## src/rtl/button_event_gen.sv

```systemverilog
// button_event_gen: debounces NES-pad snapshots, detects presses, generates
// DAS/ARR auto-repeat for Left/Right/Down and queues 3-bit move commands.
// Ports: clk, reset (sync, active-low), buttons/buttons_valid (raw snapshot
// strobe), cmd/cmd_valid/cmd_ready (FWFT command FIFO head), held
// (debounced state), overflow (sticky lost-event flag).
module button_event_gen #(
  parameter int DEBOUNCE_POLLS = 2,
  parameter int DAS_POLLS      = 10,
  parameter int ARR_POLLS      = 3,
  parameter int FIFO_DEPTH     = 4
) (
  input  logic       clk,
  input  logic       reset,
  input  logic [7:0] buttons,
  input  logic       buttons_valid,
  output logic [2:0] cmd,
  output logic       cmd_valid,
  input  logic       cmd_ready,
  output logic [7:0] held,
  output logic       overflow
);

  localparam int PTR_W = $clog2(FIFO_DEPTH);
  localparam int CNT_W = PTR_W + 1;
  localparam int REP_W = 7;
  localparam logic [2:0]       DB_MAX  = 3'(DEBOUNCE_POLLS);
  localparam logic [REP_W-1:0] REP_DAS = REP_W'(DAS_POLLS);
  localparam logic [REP_W-1:0] REP_TOP = REP_W'(DAS_POLLS + ARR_POLLS);
  localparam logic [CNT_W-1:0] FULL_CNT = CNT_W'(FIFO_DEPTH);

  logic [2:0]       db_cnt  [8];
  logic [2:0]       db_nxt  [8];
  logic [7:0]       held_nxt;
  logic [7:0]       rise;
  // Repeat slots: 0 Left, 1 Right, 2 Down (same as their command codes).
  logic [REP_W-1:0] rep_cnt [3];
  logic [REP_W-1:0] rep_nxt [3];
  logic [2:0]       rep_ev;
  logic [2:0]       rep_held;
  logic [2:0]       rep_rise;
  logic             suppress;
  logic [6:0]       ev;
  logic [6:0]       pend;
  logic [6:0]       pend_clr;
  logic [6:0]       pend_nxt;
  logic             ovf_hit;
  logic [2:0]       push_code;
  logic             push;
  logic             pop;
  logic             full;
  logic [2:0]       mem [FIFO_DEPTH];
  logic [PTR_W-1:0] wr_ptr;
  logic [PTR_W-1:0] rd_ptr;
  logic [CNT_W-1:0] count;

  // Debounce: held flips once the raw bit has disagreed for DB_MAX polls.
  always_comb begin
    held_nxt = held;
    for (int i = 0; i < 8; i++) begin
      db_nxt[i] = '0;
      if (buttons[i] != held[i]) begin
        if (db_cnt[i] + 3'd1 == DB_MAX) held_nxt[i] = ~held[i];
        else                            db_nxt[i] = db_cnt[i] + 3'd1;
      end
    end
  end

  assign rise     = held_nxt & ~held;
  assign rep_held = {held_nxt[5], held_nxt[7], held_nxt[6]};
  assign rep_rise = {rise[5], rise[7], rise[6]};
  assign suppress = held_nxt[6] & held_nxt[7];

  // Auto-repeat: fire at DAS, then every ARR polls by wrapping TOP back to DAS.
  always_comb begin
    for (int j = 0; j < 3; j++) begin
      rep_nxt[j] = rep_cnt[j];
      rep_ev[j]  = 1'b0;
      if (!rep_held[j] || rep_rise[j]) begin
        rep_nxt[j] = '0;
      end else if (!(suppress && j < 2)) begin
        if (rep_cnt[j] + 1'b1 == REP_DAS) begin
          rep_ev[j]  = 1'b1;
          rep_nxt[j] = REP_DAS;
        end else if (rep_cnt[j] + 1'b1 >= REP_TOP) begin
          rep_ev[j]  = 1'b1;
          rep_nxt[j] = REP_DAS;
        end else begin
          rep_nxt[j] = rep_cnt[j] + 1'b1;
        end
      end
    end
  end

  // Event mask indexed by command code; Select (bit 2) is deliberately absent.
  always_comb begin
    ev = '0;
    if (buttons_valid) begin
      ev[0] = rise[6] | rep_ev[0];
      ev[1] = rise[7] | rep_ev[1];
      ev[2] = rise[5] | rep_ev[2];
      ev[3] = rise[4];
      ev[4] = rise[0];
      ev[5] = rise[1];
      ev[6] = rise[3];
    end
  end

  assign pop  = cmd_valid & cmd_ready;
  assign full = (count == FULL_CNT);
  assign push = (|pend) && (!full || pop);

  always_comb begin
    push_code = '0;
    for (int k = 6; k >= 0; k--) begin
      if (pend[k]) push_code = 3'(k);
    end
  end

  assign pend_clr = push ? (7'd1 << push_code) : 7'd0;
  assign pend_nxt = (pend & ~pend_clr) | ev;
  // A bit being drained this cycle is not lost, so only surviving bits count.
  assign ovf_hit  = |(ev & pend & ~pend_clr);

  always_ff @(posedge clk) begin
    if (!reset) begin
      held     <= '0;
      pend     <= '0;
      overflow <= 1'b0;
      wr_ptr   <= '0;
      rd_ptr   <= '0;
      count    <= '0;
      for (int i = 0; i < 8; i++) db_cnt[i] <= '0;
      for (int j = 0; j < 3; j++) rep_cnt[j] <= '0;
    end else begin
      if (buttons_valid) begin
        held <= held_nxt;
        for (int i = 0; i < 8; i++) db_cnt[i] <= db_nxt[i];
        for (int j = 0; j < 3; j++) rep_cnt[j] <= rep_nxt[j];
      end
      pend <= pend_nxt;
      if (ovf_hit) overflow <= 1'b1;
      if (push) wr_ptr <= wr_ptr + 1'b1;
      if (pop)  rd_ptr <= rd_ptr + 1'b1;
      if (push && !pop)      count <= count + 1'b1;
      else if (pop && !push) count <= count - 1'b1;
    end
  end

  always_ff @(posedge clk) begin
    if (push) mem[wr_ptr] <= push_code;
  end

  assign cmd_valid = (count != '0);
  assign cmd       = cmd_valid ? mem[rd_ptr] : 3'd0;

endmodule

```

## config.mk

```make
export PLATFORM = sky130hd
export DESIGN_NAME = button_event_gen
export DESIGN_NICKNAME = d
export VERILOG_FILES = /design/src/rtl/button_event_gen.sv
export SDC_FILE = /design/constraint.sdc
export NUM_CORES = 1
export LEC_CHECK = 0
export CAP_MARGIN = 20
export CORE_MARGIN = 2
export CORE_UTILIZATION = 55
export CTS_BUF_LIST = sky130_fd_sc_hd__clkbuf_4 sky130_fd_sc_hd__clkbuf_8
export CTS_CLUSTER_DIAMETER = 30
export DETAILED_ROUTE_END_ITERATION = 7
export HOLD_SLACK_MARGIN = 0.05
export PLACE_DENSITY = 0.81
export SETUP_SLACK_MARGIN = 0.15
export SYNTH_ARGS = -nofsm -noshare
export SYNTH_HDL_FRONTEND = slang
export SYNTH_SLANG_ARGS = --single-unit
```

## constraint.sdc

```tcl
create_clock -name clk -period 3.45 [get_ports clk]
set_input_delay 0.69 -clock clk [delete_from_list [all_inputs] [get_ports clk]]
set_output_delay 0.69 -clock clk [all_outputs]
set_load 0.02 [all_outputs]
```

; Yosys cells after proc, flatten, opt, wreduce, memory -nomap -nowiden
; Memory sizes are Yosys's and may differ from the RTL's. A register that Yosys moved wholly into a read port is not among the register bits.
; Index checks and enable logic that the tools add are counted.
[classes]
add_sub_neg = 15
order_cmp = 3
eq_ne = 20
shift = 1
mux = 85
bitwise_logic = 31
n_reduce_logical = 17
[op_table]
columns = op, n
row1 = $mux W7, 16
row2 = $mux W3, 34
row3 = $mux W1, 33
row4 = $add A3 B1 Y3 const B, 9
row5 = $eq A3 B2 Y1 const B, 8
row6 = $add A7 B1 Y7 const B, 3
row7 = $and A7 B7 Y7, 3
row8 = $eq A7 B4 Y1 const B, 3
row9 = $ge A7 B4 Y1 const B, 3
row10 = $or A1 B1 Y1, 14
row11 = $reduce_or A7 Y1, 2
row12 = $and A8 B8 Y8, 1
row13 = $ne A1 B1 Y1, 8
row14 = $not A1 Y1, 8
row15 = $not A8 Y8, 1
row16 = $not A7 Y7, 1
row17 = $or A7 B7 Y7, 1
row18 = $shl A1 B3 Y7 const A, 1
row19 = $logic_not A1 Y1, 6
row20 = $add A2 B1 Y2 const B, 2
row21 = $logic_or A1 B1 Y1, 4
row22 = $mux W2, 2
row23 = $eq A3 B3 Y1 const B, 1
row24 = $logic_and A1 B1 Y1, 3
row25 = other kinds (4), 5
[totals]
regBits = 23
ram_bits = 57
in_bits = 12
mem_count = 3
[mem_list]
columns = memory, depth, width, read_ports, rd_clocked_by_memory_dff, wr, line
row1 = db_cnt, 8, 3, 8, 0, 8, 31  ; logic [2:0] db_cnt [8];
row2 = rep_cnt, 3, 7, 3, 0, 3, 36  ; logic [REP_W-1:0] rep_cnt [3];
row3 = mem, 4, 3, 1, 1, 1, 51  ; logic [2:0] mem [FIFO_DEPTH];

; Longest topological paths before layout
; Gate-level depths: netlist (run 1).
[depth]
ltp_word = 12
mapped_depth = 10
ltp_nobuf = 9

; Worst setup path before layout (run 1)
; No wires, ideal clock.
[synth_path]
kind = register to register
from = register pend[0]
to = register count[2]
setup_ns = 0.076
arrival_time_ns = 2.444
required_time_ns = 3.374
setup_slack_ns = 0.931
path_stages_with_launch = 11
n_path_buf = 1
synth_period_minus_slack_ns = 2.519
path_cell_list = dfxtp_1 > clkbuf_1 > or4_4 > and2b_2 > nor2_1 > ha_1 > inv_1 > fa_1 > xor2_1 > or3_1 > a21boi_0
[synth_between]
elab_chain_len = 5
word_cells_on_any_way = 7
classes_between = mux: 1 / reduce/logical: 6
[synth_lines]
columns = item, line
row1 = "start, declared", 43  ; logic [6:0] pend;
row2 = "start signal, assigned", 140  ; pend <= pend_nxt;
row3 = $reduce_or A7 Y1 (*), 110  ; assign push = (|pend) && (!full || pop);
row4 = $logic_and A1 B1 Y1 (*), 110
row5 = via push, 48  ; logic push;
row6 = $logic_not A1 Y1, 145  ; else if (pop && !push) count <= count - 1'b1;
row7 = $logic_and A1 B1 Y1, 145
row8 = $reduce_bool A2 Y1 (no source line), -
row9 = "end signal, assigned", 144  ; if (push && !pop) count <= count + 1'b1;
row10 = "end signal, assigned", 145
row11 = "end, declared", 54  ; logic [CNT_W-1:0] count;
; The timed path passes the listed nets; every way through them passes the cells marked *.
; A chain may end at the register's enable or synchronous reset.

; Final worst setup path (run 1)
[layout_path]
from = input cmd_ready
to = register count[2]
[layout_between]
elab_chain_len = 6
word_cells_on_any_way = 9
classes_between = mux: 1 / bitwise: 1 / reduce/logical: 7
[layout_lines]
columns = item, line
row1 = "start, declared", 18  ; input logic cmd_ready,
row2 = $and A1 B1 Y1 (*), 108  ; assign pop = cmd_valid & cmd_ready;
row3 = $logic_or A1 B1 Y1 (*), 110
row4 = $logic_and A1 B1 Y1 (*), 110
row5 = via push, 48
row6 = $logic_not A1 Y1, 145
row7 = $logic_and A1 B1 Y1, 145
row8 = $reduce_bool A2 Y1 (no source line), -
; Marked as above.

==> results.txt, run 1 <==
The run finished with clean final reports. The internal power of the cells totals 1.81 mW. Input and output buffers added on the ports amount to 24. STA classifies the critical path startpoint as an input port. The first global-routing pass estimated 12700 µm of wire. Of the total power, combinational logic draws 0.201. The share of flip-flops with an asynchronous set or reset came out at 0. The H-tree depth is 3. The buffer depth of the longest clock path came out at 2. The starting density of the core came out at 0.565. In the synthesized netlist the dominant register cell turns out to be edfxtp_1.

The headroom to the max-slew limit is 0.584. In this run the static leakage power is 1.94 nW. The area growth from synthesis to layout is 14.3%. The clock network latency to the later pin of the worst-skew pair came out at 350 ps. Leaving out fill and tap cells, the most frequent cell in the layout is edfxtp_1.

The maximum number of pins on one net before global-route repair came out at 34. The cell count after synthesis came out at 383. The net total in the final layout came out at 464. The register share of total power came out at 0.492. The vertical die dimension is 92.9 µm. TritonCTS built the clock tree. The part of the cycle the worst path needs is 0.825. The power density normalized to cell area came out at 500 nW/µm². After detailed routing, the total wire length is 7430 µm. After synthesis the netlist holds a flip-flop and latch count of 82. The count of clock tree sinks is 82.

The portion of total power attributed to the clock network is 0.308. The clock input transition at the sequential cells of the worst setup and hold paths is 80 ps. In this run the clock root is driven by a clkbuf_8. The cell with the largest stage delay on the worst path is nor4b_4.

The count of endpoints failing hold in the final timing report came out at 0. The class of the worst hold path is register to register. Setup violations remaining at the end of the flow were counted as 0. The library cells used most frequently in the layout, excluding fill and tap cells, are edfxtp_1, nor2_1, ha_1. The cell family contributing the most delay on the critical path is simple AND/OR/NAND/NOR gates. The Yosys warning count came out at 0. Traced cell by cell, the critical path runs through clkdlybuf4s50_1 -> nor4b_4 -> nor2_1 -> ha_1 -> inv_1 -> fa_1 -> xor2_1 -> or3_1 -> a21boi_0.

The via count of the first global-routing pass came to 2887. The initial antenna violation count is 0. The first routing iteration left 156 violations. Of the cells placed in the final design, the portion with a size suffix greater than 1 is 0.0728.

The maximum frequency from static timing analysis is 351 MHz. For the final database, setup skew stands at 16.3 ps. The die area came out at 8630 µm². The via density per instance came out at 5.44. The buffers inserted during post-CTS setup optimization came out at 0.

The number of detailed-route iterations in the first pass came out at 4. The total buffers and inverters traversed by the critical path came out at 2. The total number of vias is 2870. 0 antenna diodes ended up in the layout. The data arrival time of the worst path came out at 3120 ps. The area of the mapped netlist is 4350 µm². The final weighted congestion in routability-driven placement is 0.773.

The worst setup path is of the input port to register kind. After synthesis, the mean cell area works out to 11.3 µm². The aggregate global routing overflow is 0. The max capacitance violation total came out at 0. The required time of the worst setup path came out at 3720 ps. The fraction of post-synthesis cell area in the top cell type by area came out at 0.394. The detailed-route DRC error count came out at 0.

The final number of max-transition violations came to 0. The longest individual stage delay on the worst path came out at 570 ps. The standard cell core area came out at 7690 µm².

The switching share of power came out at 0.273. The switching power is 677 µW. After routing, the total negative slack on setup checks comes to 0 ps. The combined global-route utilization of all metal layers is 0.186.

The dominant cell type by area after synthesis is edfxtp_1. The maximum net fanout on the critical path is 10. The number of enable-type register cells in the synthesized netlist came out at 57. The worst ir drop on vdd is 0.314 mV. The final critical delay including setup and external delays came out at 2850 ps. In the final routed layout, each cell accounts on average for 14.1 µm.

The critical path capture point type is a register. The share of the Yosys chip area taken by registers is 0.509. Setup repair after global routing left no endpoint under its margin. The post-synthesis cell type count is 55. The design draws 2.48 mW.

The worst-margin pin slew came out at 622 ps. By area the synthesized netlist is led by edfxtp_1, dfxtp_1, ha_1. The total half-perimeter wirelength after legalization and detailed placement came out at 5290 µm. The count of cells resized by post-cts repair came out at 0.

The initialized floorplan defines 32 standard-cell rows. TritonCTS created 9 clock buffers. The count of boundary I/O pins is 25. The number of nets with antenna violations after detailed routing is 0. The number of buffers inserted for hold repair after clock tree synthesis is 0.

The horizontal die dimension is 92.9 µm.
## state kept, by name, indices dropped and copies added (netlist names), named ones only
name      cells
db_cnt       24
rd_ptr        2
count         3
mem          12
held          7
rep_cnt      21
pend          7
overflow      1
wr_ptr        2
## cells in the mapped netlist, types with 2 or more instances
cell type,count
nand2b_1,6
nand4_1,3
mux4_2,3
mux2i_1,10
clkbuf_1,8
mux2_2,2
ha_1,30
o211a_1,2
a21boi_0,9
a211o_1,2
a21o_1,2
o22ai_1,2
or3_1,4
o21a_1,2
nor3_1,12
xor2_1,12
nor2b_1,13
a21oi_1,7
and2_1,15
nand2_1,23
nor2_1,31
nand3_1,15
inv_1,21
xnor2_1,18
o211ai_1,5
o31ai_1,5
nor3b_1,2
o21ai_0,11
a211oi_1,2
dfxtp_1,25
edfxtp_1,57
## power by group through the flow
stage | logic, mW | clock network [mW] | registers, mW
finish | 0.498 | 0.764 | 1.22
global route | 0.555 | 0.822 | 1.23
CTS | 0.504 | 0.781 | 1.22
detailed placement | 0.501 | 0 | 1.24
global placement | 0.477 | 0 | 1.24
floorplan | 0.353 | 0 | 1.23
## worst paths after layout
check / from / endpoint / slack, ps / cells past startpoint
max: cmd_ready / count[2] / 600 / 9
max reg2reg: pend[0] / count[2] / 740 / 9
min reg2reg: count[2] / count[2] / 530 / 2
min: count[2] / count[2] / 530 / 2
## cells by family (layout without fill, tap and decap cells)
| logic type | Yosys count | count (layout) | synth area share |
|---|---|---|---|
| compound gates | 57 | 57 | 0.0956 |
| xor+xnor | 30 | 30 | 0.0604 |
| fa+ha+maj | 31 | 31 | 0.0910 |
| buf+inv | 29 | 64 | 0.0250 |
| flops | 82 | 82 | 0.509 |
| mux | 15 | 15 | 0.0438 |
| other cells | 1 | 9 | 0.000863 |
| simple gates | 138 | 138 | 0.174 |
## routing by layer
layer / global-route usage / routed length, µm / vias to the layer above
met5: 0 / 0 / -
met4: 0.0502 / 74 / 0
met3: 0.0464 / 279 / 7
met2: 0.327 / 3770 / 57
met1: 0.227 / 3300 / 1365
li1: - / - / 1441
## worst reg2reg max path, stage by stage, from the launching register on
cell and delay (ps):
dfxtp_1 490, or4_4 220, and2b_2 210, nor2_1 350
ha_1 270, inv_1 60, fa_1 380, xor2_1 180
or3_1 310, a21boi_0 170
## metrics by stage
stage | setup WS (ps) | hold WS [ps] | cells | area [µm²] | utilization
after floorplan | 931 | 473 | 391 | 4380 | -
after detailed placement | 242 | 513 | 512 | 4750 | 0.618
after CTS | 600 | 532 | 528 | 4970 | 0.646
final | 602 | 533 | 528 | 4970 | 0.646
after global placement | 406 | 493 | 512 | 4750 | 0.618
after global routing | 448 | 553 | 528 | 4970 | 0.646
## final cells by class
class,count,area [µm²]
clock buffers,10,131
multi-input cells,280,2060
well taps,102,128
clock inverters,6,88.8
inverters,21,78.8
flip-flops and latches,82,2210
fillers,620,2720
repair buffers,27,275
No activity file was read; power rests on OpenSTA's default activity.
==> inputs of run 2 (changes only) <==
- clock period: 3.45 -> 2.9 ns (I/O delays scaled with it)
==> results.txt, run 2 (synthesis results as in run 1) <==
The worst-margin pin slew is 469 ps (-153 ps). The portion of total power attributed to the clock network came to 0.285 (-0.023). The count of boundary I/O pins is 25 (unchanged).

The static leakage came out at 1.96 nW (+1.3%). The count of endpoints failing hold in the final timing report was 0 (unchanged). The buffers inserted during post-CTS setup optimization is 0 (unchanged).

The buffer depth of the longest clock path came out at 2 (unchanged). The power density normalized to cell area came out at 575 nW/µm² (+15%). The detailed-route wire length per cell was 13.9 µm (-0.94%). The row count came to 32 (unchanged). The initial detailed-routing violation count came to 115 (-26%). The worst ir drop on vdd came to 0.419 mV (+34%). The total number of vias came to 2932 (+2.2%).

The number of buffers created by CTS came out at 9 (unchanged). The horizontal die dimension is 92.9 µm (unchanged). The starting density of the core is 0.565 (unchanged). The aggregate global routing overflow is 0 (unchanged). The die area came out at 8630 µm² (unchanged). The standard cell core area is 7690 µm² (unchanged). The total cell area at the placement stage came out at 4790 µm² (+0.95%).

The flow ran to the end, and the final reports show no timing, DRC or antenna violations. The post-route standard cell area excluding fillers came out at 4990 µm² (+0.40%). The logic gate share of total power came out at 0.209 (+0.008). The final total power came out at 2.87 mW (+16%). The library cells used most frequently in the layout, excluding fill and tap cells, are edfxtp_1, nor2_1, ha_1. The longest individual stage delay on the worst path came out at 530 ps (-40 ps).

The final worst clock skew is 15.2 ps (-1.11 ps). The launch point of the worst hold path is count[2]. The layout overhead on the synthesized area came out at 14.8%. The share of the core filled with cells in the final layout is 0.649 (+0.00261).

The internal power consumption came out at 2.08 mW (+15%). The clock network latency to the later pin of the worst-skew pair came out at 350 ps (about the same). Walking the worst path, the cells encountered are mux4_2 -> and2_1 -> clkdlybuf4s50_1.

The maximum number of pins on one net before global-route repair is 26 (-24%). The headroom to the max-slew limit is 0.679 (+0.0949). The number of detailed-route iterations in the first pass came to 4 (unchanged).

The total inserted antenna cells is 0 (unchanged). The part of the cycle the worst path needs is 0.880. The count of cells resized by post-cts repair came out at 0 (unchanged). The flip-flop count of the largest register after layout came out at 24 (unchanged). The critical path start-end classification is register to output pin. The detailed-route DRC error count came to 0 (unchanged). The cell count after placement was 518 (+1.2%). The number of non-filler instances in the completed layout is 534 (+1.1%). In this run the worst hold path is classified as register to register.

The largest registers in the layout are db_cnt x24, rep_cnt x21, mem x12. The clock input transition at the sequential cells of the worst setup and hold paths came out at 70 ps (about the same). The total half-perimeter wirelength after legalization and detailed placement is 5470 µm (+3.2%). The initial antenna violation count is 0 (unchanged).

The switching share of power is 0.276 (+0.00329). The count of clock tree sinks came out at 82 (unchanged). The startpoint identified for the worst register-to-register timing path is rep_cnt[0][14]. The net total in the final layout came out at 470 (+1.3%).

The switching power came out at 793 µW (+17%). The leading cell type in the layout, fill and taps excluded is edfxtp_1. The worst setup path is captured at an output pin. STA classifies the critical path startpoint as a register. The final critical delay including setup and external delays is 2550 ps. The via count of the first global-routing pass came to 2838 (-1.7%). The placement-stage worst setup slack came to 166 ps (-75.9 ps). The register with the most flip-flops is db_cnt. Setup repair after global routing left no endpoint under its margin. The root buffer cell chosen for the clock tree is clkbuf_8. The slowest stage of the critical path belongs to the cell clkdlybuf4s50_1. The wire length of the first global-routing pass is 12800 µm (+1.1%). The number of buffers inserted for hold repair after clock tree synthesis is 0 (unchanged). The via density per instance was 5.49 (+1.0%). The maximum net fanout on the critical path came out at 3 (-7). The top cell family by delay on the critical path is buffers and inverters.

The share of final-layout standard cells stronger than drive strength 1 came out at 0.0856 (+0.0129). The final weighted congestion in routability-driven placement is 0.835 (+8.1%). The register share of total power is 0.506 (+0.014). The final number of max-transition violations came out at 0 (unchanged).

The total buffers and inverters traversed by the critical path came out at 1 (-1). The data arrival time of the worst path came out at 1970 ps (-1150 ps). The number of nets with antenna violations after detailed routing was 0 (unchanged). The overall routed net length came to 7440 µm (+0.19%). The worst slack on hold paths is 529 ps (-4.26 ps).

The required time of the worst setup path is 2320 ps (-1400 ps). The vertical die dimension is 92.9 µm (unchanged). The H-tree depth came out at 3 (unchanged). TritonCTS built the clock tree. The count of buffers inserted at the top-level ports came to 24 (unchanged). The maximum frequency from static timing analysis is 392 MHz. The max capacitance violation total came out at 0 (unchanged). The final number of setup-violating endpoints is 0 (unchanged). The setup slack after layout is 349 ps (-253 ps). The combined global-route utilization of all metal layers is 0.189 (+0.00369). The total negative slack for setup checks came out at 0 ps (unchanged).
## run 2: changes by cell type in the layout (fill, tap and decap cells not counted), sizes merged
cell,previous run,this run
clkinvlp,2,1
clkbuf,10,11
buf,3,9
clkinv,1,2
bufinv,2,1
## run 2: worst register-to-register path, delay by kind of cell (launching register included)
family	cells	cell delay [ps]
adders and majority gates	1	310
and+or+nand+nor	3	990
buffers and inverters	1	80
DFF	1	490
AOI/OAI and AO/OA	3	510
## run 2: routing by layer
metal	global-route usage	up-vias	wire length, µm
met3	0.0561	6	366
met5	0	-	0
met4	0.0490	0	49
met2	0.327	55	3790
li1	-	1451	-
met1	0.232	1420	3240
## run 2: area by class of cell
cell class	instances	area (µm²)
fill	630	2700
sequential	82	2210
multi-input combinational	280	2060
timing repair buffer	33	320
clock buffer	11	139
tap	102	128
inverter	21	78.8
clock inverter	5	56.3
## run 2: power by group through the flow
stage,sequential (mW),combinational (mW),clock (mW)
CTS,1.45,0.605,0.840
global placement,1.47,0.581,0
global route,1.47,0.671,0.885
detailed placement,1.48,0.602,0
floorplan,1.46,0.420,0
finish,1.45,0.599,0.820
## run 2: final timing paths
path,cells past startpoint,end,slack (ps)
min reg2reg,2,count[2],530
max,3,cmd[0],350
min,2,count[2],530
max reg2reg,8,overflow,430
==> edit (settings of run 1) <==
The localparam `REP_W` goes from 7 to 14.
--- a/src/rtl/button_event_gen.sv
+++ b/src/rtl/button_event_gen.sv
@@ -23,5 +23,5 @@
   localparam int PTR_W = $clog2(FIFO_DEPTH);
   localparam int CNT_W = PTR_W + 1;
-  localparam int REP_W = 7;
+  localparam int REP_W = 14;
   localparam logic [2:0]       DB_MAX  = 3'(DEBOUNCE_POLLS);
   localparam logic [REP_W-1:0] REP_DAS = REP_W'(DAS_POLLS);
Function: same outputs for any inputs over 4 cycles, from zero or initial values and one cycle with reset low; that may be too few to reach the edited logic, so the function may still have changed.
==> edit against run 1 <==
Routed wire length is 21% higher. First-iteration DRC count decreased by 5.8%. Count of clock-buffer cells in the layout fell by 1. Worst setup slack improved by 0.14 ns. Non-clock buffer count is 2 higher. Cell area increased by 22%. Sequential cell count is 21 higher. Area after synthesis increased by 23%. Power rose by 15%. Die area increased by 22%. Sequential power rose by 27%. Combinational power up 7.8%. Cell count increased by 29%. Sequential share of layout area is 2.5 points higher.
==> edit: results (changes against run 1) <==
Final Wtd Congestion=0.8971 (+16%); most instantiated cells after synthesis=edfxtp_1 (78), nor2_1 (64), nand2_1 (34); routed len/inst=13.24 µm (-5.9%); critical path's top delay family=multiplexers; Synth area leaders=edfxtp_1 (44%), dfxtp_1 (9.4%), ha_1 (7.3%); Post-Synth XOR/XNOR Area=5.255% (-0.79 points); Slew HR=60.36% (+2.0 points); Worst path max stage delay=0.53 ns (-0.04 ns); post-synthesis adder-cell area fraction=7.647% (-1.4 points); Top Registers=rep_cnt: 42 flops, db_cnt: 24 flops, mem: 12 flops; Initial DRC Count=147 (-5.8%); share of cells above drive strength 1=5.978% (-1.3 points); clk slew on worst S/H paths=0.10 ns (+0.02 ns); run status=finished, final reports clean; Final Skew=0.009497 ns (-0.006851 ns); CP max-delay cell=mux4_2; WP data arrival=2.02 ns (-1.10 ns); EDFF count, synth=78 (+37%); worst vdd ir=0.0003058 V (-2.5%); Nets=591 (+27%); aggregate global-route resource usage=18.66% (+0.094 points); global-route wire length before repair=15480 µm (+22%); DP HPWL=6566 µm (+24%); compound-gate portion of the synthesized area=10.02% (+0.46 points); largest net degree at the start of global routing=39 (+15%); post-synthesis sequential area ratio=53.30% (+2.4 points); via-per-instance ratio=5.493 (+1.1%); vias in the first global route=3552 (+23%)
edit: cell types whose count changed after synthesis, moves of 7 or more:
cell,run 1,this run
nor2_1,31,64
edfxtp_1,57,78
nand2_1,23,34
nor2b_1,13,2
a21oi_1,7,17
and2_1,15,7
nand3_1,15,23
nor3_1,12,19
edit: final timing paths:
check / start / to / slack, ns
max reg2reg: rep_cnt[0][28] / rep_cnt[0][30] / 0.78
min reg2reg: count[2] / count[2] / 0.51
max: flip-flop / cmd[1] / 0.74
min: count[2] / count[2] / 0.51
edit: logic make-up after synthesis:
| group | Yosys count |
|---|---|
| adders and majority gates | 32 |
| xor gates and xnor gates | 32 |
| DFF | 103 |
| AOI/OAI and AO/OA | 79 |
| and+or+nand+nor | 189 |
| other | 1 |
| muxes | 15 |
| buffers and inverters | 37 |
edit: layer usage:
metal / up-vias / GRT usage (%) / wire, µm
met5: - / 0 / 0
met3: 10 / 3.557 / 339
li1: 1868 / - / -
met1: 1786 / 23.67 / 4075
met4: 0 / 5.744 / 84
met2: 77 / 32.43 / 4515
edit: cell type report:
cell class | count | area (µm²)
fill | 716 | 3284
sequential | 103 | 2843
multi-input combinational | 377 | 2456
timing repair buffer | 29 | 277.8
tap | 129 | 161.4
clock buffer | 9 | 123.9
inverter | 27 | 101.3
clock inverter | 7 | 80.08
edit: power by group through the flow:
stage               Combinational (mW)  Sequential (mW)  Clock [mW]
floorplan                        0.375             1.55           0
global route                     0.603             1.56       0.830
finish                           0.537             1.55       0.763
detailed placement               0.535             1.57           0
global placement                 0.513             1.56           0
CTS                              0.541             1.55       0.782
edit: through the flow:
step / setup slack, ns / instances / power [mW] / area (µm²)
finish: 0.7430 / 681 / 2.845 / 6043
global route: 0.4641 / 681 / 2.997 / 6043
CTS: 0.7024 / 681 / 2.870 / 6043
detailed placement: 0.5843 / 665 / 2.109 / 5839
global placement: 0.6957 / 665 / 2.077 / 5839
floorplan: 0.8294 / 517 / 1.926 / 5443
edit: tightest hold or removal path: stages (launching register included):
cell,delay [ns]
dfxtp_1,0.34
o21ai_0,0.08
a21oi_1,0.06
